`src/rtl/bft_pkg.sv`:
```
// Shared BFT definitions: direction codes and packet layout helpers.
// Layout, MSB first: {valid, dest_addr[ADDR_BITS], payload}.
package bft_pkg;

  typedef enum logic [1:0] {
    VOID  = 2'b00,
    LEFT  = 2'b01,
    RIGHT = 2'b10,
    UP    = 2'b11
  } bft_dir_e;

  localparam int unsigned BFT_PACKET_BITS = 49;
  localparam int unsigned BFT_ADDR_BITS   = 5;

  function automatic int unsigned valid_idx(input int unsigned packet_bits);
    return packet_bits - 1;
  endfunction

  function automatic int unsigned addr_lsb(input int unsigned packet_bits,
                                           input int unsigned addr_bits);
    return packet_bits - 1 - addr_bits;
  endfunction

  localparam int unsigned BFT_VALID_IDX = valid_idx(BFT_PACKET_BITS);
  localparam int unsigned BFT_ADDR_LSB  = addr_lsb(BFT_PACKET_BITS, BFT_ADDR_BITS);
  localparam int unsigned BFT_ADDR_W    = BFT_ADDR_BITS;

endpackage

```
`src/rtl/bft_leaf_fifo.sv`:
```
// Synchronous FIFO with full/empty flags; head is visible on rd_data (no fall-through).
// Push while full and pop while empty are ignored.
module bft_leaf_fifo #(
  parameter int unsigned WIDTH = 48,
  parameter int unsigned DEPTH = 8
) (
  input  logic             clk,
  input  logic             reset_n,
  input  logic             push,
  input  logic [WIDTH-1:0] wr_data,
  input  logic             pop,
  output logic [WIDTH-1:0] rd_data,
  output logic             full,
  output logic             empty
);

  localparam int unsigned AW = $clog2(DEPTH);

  logic [WIDTH-1:0] mem [DEPTH];
  logic [AW-1:0]    wr_ptr;
  logic [AW-1:0]    rd_ptr;
  logic [AW:0]      count;
  logic             do_push;
  logic             do_pop;

  assign full    = (count == (AW+1)'(DEPTH));
  assign empty   = (count == '0);
  assign do_push = push && !full;
  assign do_pop  = pop && !empty;
  assign rd_data = mem[rd_ptr];

  always_ff @(posedge clk or negedge reset_n) begin
    if (!reset_n) begin
      wr_ptr <= '0;
      rd_ptr <= '0;
      count  <= '0;
    end else begin
      if (do_push) wr_ptr <= wr_ptr + 1'b1;
      if (do_pop)  rd_ptr <= rd_ptr + 1'b1;
      if (do_push && !do_pop)      count <= count + 1'b1;
      else if (!do_push && do_pop) count <= count - 1'b1;
    end
  end

  // Storage carries no reset; stale words are unreachable once pointers clear.
  always_ff @(posedge clk) begin
    if (do_push) mem[wr_ptr] <= wr_data;
  end

endmodule

```
`src/rtl/bft_leaf_port.sv`:
```
// BFT leaf endpoint: injects client TX traffic, ejects packets for LEAF_ADDR,
// reflects everything else. Optional counter enabled by BFT_LEAF_REFLECT_CNT_EN.
module bft_leaf_port
  import bft_pkg::*;
#(
  parameter int unsigned PACKET_BITS = 49,
  parameter int unsigned ADDR_BITS   = 5,
  parameter int unsigned LEAF_ADDR   = 0,
  parameter int unsigned FIFO_DEPTH  = 8
) (
  input  logic                   clk,
  input  logic                   reset_n,
  input  logic [PACKET_BITS-1:0] net_in,
  output logic [PACKET_BITS-1:0] net_out,
  input  logic [PACKET_BITS-2:0] tx_data,
  input  logic                   tx_valid,
  output logic                   tx_ready,
  output logic [PACKET_BITS-2:0] rx_data,
  output logic                   rx_valid,
  input  logic                   rx_ready,
  output logic [15:0]            reflect_cnt
);

  localparam int unsigned VLD  = valid_idx(PACKET_BITS);
  localparam int unsigned ALSB = addr_lsb(PACKET_BITS, ADDR_BITS);
  localparam int unsigned DW   = PACKET_BITS - 1;

  logic                   in_valid;
  logic [ADDR_BITS-1:0]   in_addr;
  logic                   is_mine;
  logic                   rx_push;
  logic                   reflect;
  logic                   tx_full;
  logic                   tx_empty;
  logic                   tx_pop;
  logic [DW-1:0]          tx_head;
  logic                   rx_full;
  logic                   rx_empty;
  logic [PACKET_BITS-1:0] net_next;

  assign in_valid = net_in[VLD];
  assign in_addr  = net_in[ALSB +: ADDR_BITS];
  assign is_mine  = in_valid && (in_addr == ADDR_BITS'(LEAF_ADDR));

  // rx_full reflects occupancy before any same-cycle pop, so a full RX bounces.
  assign rx_push  = is_mine && !rx_full;
  assign reflect  = in_valid && !rx_push;
  assign tx_pop   = !reflect && !tx_empty;
  assign tx_ready = !tx_full;
  assign rx_valid = !rx_empty;

  bft_leaf_fifo #(.WIDTH(DW), .DEPTH(FIFO_DEPTH)) u_tx_fifo (
    .clk     (clk),
    .reset_n (reset_n),
    .push    (tx_valid),
    .wr_data (tx_data),
    .pop     (tx_pop),
    .rd_data (tx_head),
    .full    (tx_full),
    .empty   (tx_empty)
  );

  bft_leaf_fifo #(.WIDTH(DW), .DEPTH(FIFO_DEPTH)) u_rx_fifo (
    .clk     (clk),
    .reset_n (reset_n),
    .push    (rx_push),
    .wr_data (net_in[DW-1:0]),
    .pop     (rx_ready),
    .rd_data (rx_data),
    .full    (rx_full),
    .empty   (rx_empty)
  );

  always_comb begin
    net_next = '0;
    if (reflect)        net_next = net_in;
    else if (!tx_empty) net_next = {1'b1, tx_head};
  end

  always_ff @(posedge clk or negedge reset_n) begin
    if (!reset_n) net_out <= '0;
    else          net_out <= net_next;
  end

`ifdef BFT_LEAF_REFLECT_CNT_EN
  logic [15:0] cnt_q;

  always_ff @(posedge clk or negedge reset_n) begin
    if (!reset_n)                         cnt_q <= '0;
    else if (reflect && cnt_q != 16'hFFFF) cnt_q <= cnt_q + 16'd1;
  end

  assign reflect_cnt = cnt_q;
`else
  assign reflect_cnt = '0;
`endif

endmodule
```
`config.mk`:
```
export PLATFORM = sky130hd
export DESIGN_NAME = bft_leaf_port
export DESIGN_NICKNAME = d
export VERILOG_FILES = /design/src/rtl/bft_pkg.sv /design/src/rtl/bft_leaf_fifo.sv /design/src/rtl/bft_leaf_port.sv
export SDC_FILE = /design/constraint.sdc
export NUM_CORES = 1
export LEC_CHECK = 0
export CORE_ASPECT_RATIO = 1.1
export CORE_MARGIN = 2
export CORE_UTILIZATION = 57
export DETAILED_ROUTE_END_ITERATION = 8
export PLACE_DENSITY = 0.87
export SYNTH_ARGS = -nofsm -noshare
export SYNTH_HDL_FRONTEND = slang
export SYNTH_HIERARCHICAL = 1
export SYNTH_SLANG_ARGS = --single-unit
```
`constraint.sdc`:
```
create_clock -name clk -period 7.74 [get_ports clk]
set_clock_uncertainty 0.2 [all_clocks]
set_input_delay 1.548 -clock clk [delete_from_list [all_inputs] [get_ports clk]]
set_output_delay 1.548 -clock clk [all_outputs]
set_load 0.1 [all_outputs]
```
; ---- After elaboration in Yosys (flattened, before gate mapping)
; Memory sizes are Yosys's and may differ from the RTL's.
; Index checks and enable logic that the tools add are counted.
[classes]
add_sub_neg = 8
mul = 0
div_mod_pow = 0
n_lt_le_gt_ge = 0
n_eq_ne = 2
shifts = 0
muxes = 10
n_bitwise = 0
n_reduce_logical = 27
[ops]
columns = operator, count
row1 = $mux 49, 2
row2 = $mux 4, 4
row3 = $add 3x1->3 const B, 4
row4 = $logic_and 1x1->1, 12
row5 = $logic_not 1->1, 10
row6 = $add 4x1->4 const B, 2
row7 = $eq 4x4->1 const B, 2
row8 = $logic_not 4->1, 2
row9 = $sub 4x1->4 const B, 2
row10 = $logic_not 5->1, 1
row11 = $mux 1, 4
row12 = $reduce_bool 2->1, 2
[word_totals]
ff_bits = 69
latch_bits = 0
mem_bits_rw = 768
romBits = 0
in_bits = 101
output_inout_bits = 115
wordCells = 56
memories = 2
[memory_table]
columns = memory, depth, width, read_ports, rd_ports_with_merged_regs, write_ports, line_no
row1 = u_rx_fifo.mem, 8, 48, 1, 0, 1, bft_leaf_fifo.sv:19  ; logic [WIDTH-1:0] mem [DEPTH];
row2 = u_tx_fifo.mem, 8, 48, 1, 0, 1, bft_leaf_fifo.sv:19

; ---- Depth between registers and ports, before layout
; Gate-level depths: netlist of run 1.
[depth]
depth_word = 11
ltp_mapped = 12
depth_no_buf = 12

; ---- By module
; Netlist of run 1, hierarchy kept.
[by_module_without_submodules]
columns = mod, n_inst, cells_per_inst, area_per_inst_um2, seq_area_each_um2
row1 = bft_leaf_fifo, 2, 619, 15127.0, 11781.3
row2 = bft_leaf_port, 1, 185, 2351.0, 1226.2

; ---- Worst setup path before layout of run 1
; OpenSTA, ideal clock, no wires.
[synth_timing]
path_type = input-to-reg
startpoint = input net_in[45]
endpoint = memory u_rx_fifo.mem[1][0], enable pin
setup_ps = 513
arrival_ps = 5838
required_ps = 7027
setup_slack_ps = 1189
cell_stages = 4
path_buffers = 0
cell_sequence = or3_4 > nor4_1 > nand3_1 > nor3_1
[synth_between]
elab_chain_len = 6
[synth_rtl]
columns = item, line_no
row1 = "start, declared", bft_leaf_port.sv:13  ; input logic [PACKET_BITS-1:0] net_in,
row2 = $logic_not 5->1, bft_leaf_port.sv:43  ; assign is_mine = in_valid && (in_addr == ADDR_BITS'(LEAF_ADDR));
row3 = $logic_and 1x1->1, bft_leaf_port.sv:43
row4 = $logic_and 1x1->1, bft_leaf_port.sv:46  ; assign rx_push = is_mine && !rx_full;
row5 = named net rx_push, bft_leaf_port.sv:31  ; logic rx_push;
row6 = $logic_and 1x1->1, bft_leaf_fifo.sv:28  ; assign do_push = push && !full;
row7 = $mux 1, bft_leaf_fifo.sv:47  ; if (do_push) mem[wr_ptr] <= wr_data;
row8 = $mux 1 (not written as such), bft_leaf_fifo.sv:47
row9 = "end, declared", bft_leaf_fifo.sv:19
; The timed path passes the listed nets, and every way through them passes these cells.

; ---- Worst setup path after layout of run 1
[layout_timing]
startpoint = register u_rx_fifo.rd_ptr[0]
endpoint = output rx_data[46]
[layout_between]
elab_chain_len = 1
[layout_rtl]
columns = item, line_no
row1 = "start, declared", bft_leaf_fifo.sv:21  ; logic [AW-1:0] rd_ptr;
row2 = "start signal, assigned", bft_leaf_fifo.sv:39  ; if (do_pop) rd_ptr <= rd_ptr + 1'b1;
row3 = $mem_v2 8x48, --
row4 = "end, declared", bft_leaf_port.sv:18  ; output logic [PACKET_BITS-2:0] rx_data,
; No other way between the ends.

==> results of run 1 <==
cells in the mapped netlist (3+ instances only):
master,n,area (µm²)
dfrtp_1,69,1727
nand2_1,17,63.81
nand3_1,8,40.04
inv_1,9,33.78
nor2_1,15,56.30
nand2b_1,5,31.28
buf_4,18,135.1
nor4_1,3,18.77
a21oi_1,4,20.02
o211ai_1,4,30.03
edfxtp_1,768,23060
buf_6,6,67.56
clkbuf_1,30,112.6
o21ai_0,6,30.03
nand3b_1,4,30.03
xnor2_1,10,87.58
mux4_2,192,4324
ha_1,10,125.1
nor3_1,6,30.03
mux2_2,93,1047
buf_8,4,60.06
buf_12,4,80.08
buf_2,18,90.09
mux2_4,50,750.7
nor2b_1,43,269.0
layer usage:
layer | part of all wire | track usage
met1 | 0.37 | 0.3168
met2 | 0.52 | 0.4195
met3 | 0.071 | 0.05225
met4 | 0.033 | 0.09853
met5 | 0.0017 | 0
area by class of cell:
type                    count  area (µm²)  area share
diodes                      9       22.52   0.0005946
clock buffers              96        2081     0.05494
clock inverters            46       415.4     0.01097
inverters                  11       41.29    0.001090
multi-input cells         508        7395      0.1952
flip-flops and latches    837       24810      0.6549
well taps                 744       930.9     0.02458
repair buffers            225        2185     0.05768
sequential cells by signal, summed over array words and instances (netlist names), 4 cells and up:
signal,cells
net_out,49
u_rx_fifo/count,4
u_tx_fifo/count,4
u_tx_fifo/mem,384
u_rx_fifo/mem,384
power by group through the flow:
stage / combinational (mW) / clock, mW / sequential (mW)
after floorplan: 4.31 / 0 / 6.63
after global placement: 6.33 / 0 / 5.97
after detailed placement: 6.43 / 0 / 6.01
after CTS: 6.55 / 3.79 / 5.94
after global routing: 6.74 / 3.94 / 5.98
final: 6.52 / 3.74 / 5.93
cells by family (layout without fill, tap and decap cells):
kind of cell / after synthesis / in the layout
simple gates: 108 / 108
xor+xnor: 12 / 12
flops: 837 / 837
other cells: 1 / 25
fa+ha+maj: 12 / 12
compound gates: 21 / 21
mux: 339 / 339
buf+inv: 93 / 378
cells in the final DEF, fill, tap and decap left out, types with 9 or more instances in the layout:
cell	count
clkbuf_1	13
clkbuf_16	79
mux2_4	50
mux2_2	93
edfxtp_1	768
ha_1	10
xnor2_1	10
mux4_2	192
nor2b_1	43
dfrtp_1	63
nand2_1	17
diode_2	9
buf_4	27
clkinv_2	15
clkinv_1	14
inv_1	9
nor2_4	12
clkdlybuf4s50_1	198
conb_1	16
per-stage QoR:
stage / power (mW) / cell area (µm²) / setup WS, ns / cells
after CTS: 16.28 / 37850 / 1.635 / 2467
after global placement: 12.30 / 35360 / 2.277 / 2325
after global routing: 16.67 / 37870 / 1.534 / 2474
final: 16.19 / 37880 / 1.762 / 2476
after detailed placement: 12.43 / 35360 / 2.195 / 2325
after floorplan: 10.94 / 32660 / 1.189 / 1438
how the worst max path moves through the flow:
stage                        startpoint                   end  slack [ns]  cells after the start
floorplan                    net_in[45]   u_rx_fifo/mem[1][0]        1.19                      4
global placement             net_in[45]  u_rx_fifo/mem[3][36]        2.28                      6
detailed placement           net_in[47]  u_rx_fifo/mem[3][36]        2.19                      6
CTS                 u_rx_fifo/rd_ptr[0]           rx_data[46]        1.64                      4
global route        u_rx_fifo/rd_ptr[0]           rx_data[46]        1.53                      4
finish              u_rx_fifo/rd_ptr[0]           rx_data[46]        1.76                      4
==> impl_metrics.csv, run 1 <==
group,metric,value,unit
timing,fmax,167.3,MHz
timing,worst_slew_pin_slew,1.159,ns
floorplan,chipHeight,254.8,µm
clock_network,insertion_delay,0.62,ns
detailed_routing,ant_nets,0,
yosys,synthAdderAreaFrac,0.005065,
detailed_routing,remaining_drc_errors,0,
clock_network,hold_buffers,0,
floorplan,die_area,59130,µm²
worst_setup_path,rr_startpoint,"u_rx_fifo/count[0]",
worst_setup_path,r2r_end,"u_rx_fifo/mem[3][9]",
job,maxCapViolations,0,
clock_network,cts_tree,"yes",
detailed_routing,viasPerCell,6.198,
timing,hold_slack,0.3400,ns
power,power.internal,9.929,mW
floorplan,fp.dieW,232.0,µm
yosys,ys_types,41,
timing,hold_viol,0,
floorplan,row_count,91,
detailed_routing,wirelength,72010,µm
worst_setup_path,r2r_setup_slack,3.73,ns
yosys,yosysWarnings,6,
yosys,synth_enable_flop_cells,768,
worst_setup_path,critPathTopFamily,"buffers and inverters",
worst_setup_path,crit_path_max_fanout,48,
global_routing,grt_max_degree,81,
worst_hold_path,min_path_cells,1,
timing,setup_tns,0,ns
global_routing,grt_pass1_vias,16040,
power,ir_drop,0.0003135,V
placed_design,gp_congestion,0.8040,
worst_setup_path,crit_slowest_cell,"dfrtp_4",
worst_setup_path,r2r_cells,7,
floorplan,io_pins,216,
clock_network,htreeDepth,3,
yosys,synth.cell_area,32610,µm²
worst_setup_path,start_kind,"flop",
clock_network,cts.clk_slew.worst_paths,0.07,ns
yosys,async_flop_share,0.08244,
finish,nNetsFinal,1773,
timing,relSlewSlack,0.2272,
floorplan,start_util,0.5785,
power,pwr-share-seq,0.366,
yosys,ys_seq_area_frac,0.7603,
power,clkPwrFrac,0.231,
yosys,synth_cells,1423,
worst_hold_path,hold-path-endpoint,"u_rx_fifo/wr_ptr[0]",
detailed_routing,dr.pass1.iters,5,
timing,timing.final.setup_violations,0,
power,power_density,427.3,nW/µm²
timing,rsz0062_at_grt,"false",
power,p_leak,12.40,nW
worst_setup_path,end_kind,"output port",
yosys,synthSimpleGateAreaFrac,0.01834,
detailed_routing,post_drt_wl_per_cell,29.08,µm
power,swShare,0.3866,
global_routing,grt.overflow.total,0,
worst_setup_path,path_buf_inv,2,
power,switchingPower,6.257,mW
worst_hold_path,min_from,"u_rx_fifo/wr_ptr[0]",
yosys,synth.area.mux_share,0.1891,
finish,n_fill_cell,3270,
global_routing,gr-usage-all-layers,0.2475,
yosys,ys.flop_type,"edfxtp_1",
clock_network,cts_sinks,837,
yosys,synth_area_per_cell,22.91,µm²
worst_setup_path,crit_chain,"buf_4, mux4_2, mux2_2, clkdlybuf4s50_1",
timing,finalCritPeriodShare,0.7724,
clock_network,cts_buffer_depth,3,
worst_setup_path,slowest_delay,1.03,ns
worst_setup_path,arrival,4.23,ns
power,combPwrFrac,0.403,
placed_design,place_hpwl,40320,µm
clock_network,ctsResizeCount,0,
yosys,synth_xor_area_frac,0.003223,
yosys,synth_top_family_by_area,"multiplexers",
run_status,status,"finished clean",
worst_setup_path,path_class,"flop to output port",
clock_network,post_cts_buffers,0,
clock_network,cts_root_buffer,"clkbuf_16",
worst_setup_path,crit_required,5.99,ns
detailed_routing,first_iter_violations,1508,
clock_network,cts_made_buffers,77,
worst_hold_path,hold_path_class,"flop to flop",
finish,fin_util,0.6720,
global_routing,grt_pass1_wl,106000,µm
finish,drive_gt1_frac,0.2943,
yosys,ys_ff_latch,837,
yosys,synth_compound_area_frac,0.005679,
placed_design,io_buffers,199,
timing,min_period,5.978,ns
detailed_routing,vias,15350,
floorplan,fp.coreArea,56360,µm²
finish,areaGrowthSynthToFinish,16.17,%
timing,slew_violations,0,
global_routing,antenna_found_initial,18,
Power figures use the tool's default switching activity.
==> run 2: changes to the inputs <==
--- a/config.mk
+++ b/config.mk
@@ -7,9 +7,9 @@
 export LEC_CHECK = 0
 export CORE_ASPECT_RATIO = 1.1
 export CORE_MARGIN = 2
-export CORE_UTILIZATION = 57
+export CORE_UTILIZATION = 53
 export DETAILED_ROUTE_END_ITERATION = 8
-export PLACE_DENSITY = 0.87
+export PLACE_DENSITY = 0.86
 export SYNTH_ARGS = -nofsm -noshare
 export SYNTH_HDL_FRONTEND = slang
 export SYNTH_HIERARCHICAL = 1
==> constraint.sdc (replaced) <==
create_clock -name clk -period 5.3 [get_ports clk]
set_clock_uncertainty 0.2 [all_clocks]
set_input_delay 1.06 -clock clk [delete_from_list [all_inputs] [get_ports clk]]
set_output_delay 1.06 -clock clk [all_outputs]
set_load 0.1 [all_outputs]
==> run 2 against run 1 <==
Compared with the run above: setup slack worse by 1.2 ns; via count is 1.5% lower; critical path type unchanged; worst hold slack worse by 0.013 ns; utilization is 5.1 points lower.
==> impl_metrics.csv, run 2 (synthesis results as in run 1) <==
group,metric,value,unit
clock_network,post_cts_buffers,0,
finish,final_common_cell,"edfxtp_1",
detailed_routing,dr.pass1.iters,5,
global_routing,antenna_found_initial,17,
detailed_routing,remaining_drc_errors,0,
clock_network,cts_made_buffers,74,
timing,fmax,210.8,MHz
timing,min_period,4.745,ns
floorplan,row_count,95,
global_routing,grt_pass1_wl,103700,µm
global_routing,grt_max_degree,71,
job,maxCapViolations,0,
timing,worst_slew_pin_slew,1.135,ns
worst_setup_path,start_kind,"flop",
clock_network,cts_root_buffer,"clkbuf_16",
detailed_routing,first_iter_violations,1429,
clock_network,ctsResizeCount,0,
detailed_routing,viasPerCell,5.932,
worst_setup_path,crit_slowest_cell,"clkdlybuf4s50_1",
detailed_routing,post_drt_wl_per_cell,27.39,µm
finish,n_fill_cell,3858,
global_routing,gr-usage-all-layers,0.2235,
detailed_routing,wirelength,69810,µm
floorplan,start_util,0.5347,
worst_hold_path,min_from,"u_rx_fifo/wr_ptr[0]",
worst_setup_path,path_buf_inv,2,
power,power_density,613.7,nW/µm²
power,p_leak,12.36,nW
floorplan,fp.dieW,240.5,µm
detailed_routing,vias,15120,
worst_setup_path,crit_required,4.04,ns
finish,final_cells,2549,
finish,areaGrowthSynthToFinish,16.21,%
global_routing,grt_pass1_vias,15910,
worst_setup_path,setup.worst_path.start,"u_rx_fifo/rd_ptr[0]",
worst_setup_path,slowest_delay,0.98,ns
global_routing,grt.overflow.total,0,
floorplan,io_pins,216,
timing,slew_violations,0,
finish,top_regs,"u_rx_fifo/mem x384, u_tx_fifo/mem x384, net_out x49",
run_status,status,"finished clean",
timing,rsz0062_at_grt,"false",
power,ir_drop,0.0006014,V
placed_design,place_hpwl,40260,µm
placed_design,io_buffers,199,
timing,hold_viol,0,
worst_setup_path,rr_startpoint,"u_rx_fifo/count[0]",
worst_setup_path,arrival,3.48,ns
clock_network,cts_buffer_depth,3,
finish,multi_input_area,7407,µm²
worst_setup_path,crit_chain,"buf_12, mux4_2, mux2_4, clkdlybuf4s50_1",
clock_network,htreeDepth,3,
placed_design,dp.cells,2409,
worst_hold_path,hold_path_class,"flop to flop",
clock_network,cts_tree,"yes",
finish,nNetsFinal,1774,
floorplan,chipHeight,264.1,µm
timing,setup_tns,0,ns
worst_setup_path,critPathTopFamily,"buffers and inverters",
finish,ff_latch_area,24810,µm²
clock_network,insertion_delay,0.61,ns
clock_network,cts.clk_slew.worst_paths,0.07,ns
power,total_power,23.26,mW
clock_network,cts_sinks,837,
finish,most-common-layout-cells,"edfxtp_1 (768), mux4_2 (192), clkdlybuf4s50_1 (170)",
timing,timing.final.setup_violations,0,
floorplan,fp.coreArea,60980,µm²
timing,finalCritPeriodShare,0.8953,
worst_setup_path,end_kind,"output port",
detailed_routing,ant_nets,0,
clock_network,hold_buffers,0,
finish,drive_gt1_frac,0.3085,
placed_design,gp_congestion,0.8173,
timing,relSlewSlack,0.2406,
worst_setup_path,crit_path_max_fanout,36,
timing,hold_slack,0.3275,ns
floorplan,die_area,63520,µm²
worst_setup_path,path_class,"flop to output port",
## run 2: changes by cell type in the layout (fill, tap and decap cells not counted), sizes merged
cell	change
buf	+32
bufinv	-3
clkbuf	+5
clkdlybuf4s50	-28
clkinv	-13
clkinvlp	+1
diode	-2
inv	+1
## run 2: layout make-up
type                       instances  share of cell area
multi-input combinational        508              0.1955
clock inverter                    32            0.007397
antenna                            7           0.0004623
sequential                       837              0.6547
timing repair buffer             229             0.06023
tap                              824             0.02721
clock buffer                     101             0.05346
inverter                          11            0.001090
## run 2: worst reg2reg max path, stage by stage, from the launching register on
cell      delay, ns
dfrtp_1        0.51
or4b_1         0.28
inv_1          0.13
nand2b_1       0.16
nor4_1         0.56
nand2_1        0.25
inv_2          0.10
ha_1           0.25
inv_1          0.13
ha_1           0.36
or4_1          0.48
o211ai_1       0.12
o211ai_1       0.11
## run 2: routing by layer
layer	global-route usage	vias up	share of wire	wire length [µm]
met3	0.05110	148	0.079	5485
li1	-	6318	-	-
met1	0.2889	7952	0.37	26150
met5	0	-	0.0019	135
met2	0.3667	682	0.51	35670
met4	0.09468	20	0.034	2367
## run 2: final timing paths
check / endpoint / slack, ns / cells after the start
min in group asynchronous: net_out[9] / 0.39 / 1
worst max-delay path: rx_data[36] / 0.56 / 4
worst min-delay path: u_rx_fifo/wr_ptr[0] / 0.33 / 1
max in group asynchronous: u_rx_fifo/rd_ptr[1] / 3.69 / 1
worst min register to register: u_rx_fifo/wr_ptr[0] / 0.33 / 1
worst max register to register: u_rx_fifo/count[3] / 1.54 / 12
## run 2: metrics by stage
| step | utilization | setup slack, ns | area [µm²] |
|---|---|---|---|
| 5_1_grt | 0.6214 | 0.4213 | 37890 |
| 4_1_cts | 0.6211 | 0.4904 | 37870 |
| 6_report | 0.6214 | 0.5552 | 37890 |
| 2_1_floorplan | - | 0.1160 | 32670 |
| 3_3_place_gp | 0.5833 | 0.7025 | 35570 |
| 3_5_place_dp | 0.5833 | 0.5620 | 35570 |
## run 2: power by group
part           leakage [nW]  internal [mW]  switching, mW
clock network          1.12           2.85           2.33
registers              7.75           7.96          0.711
logic                  3.49           3.40           6.00
total                  12.4           14.2           9.04
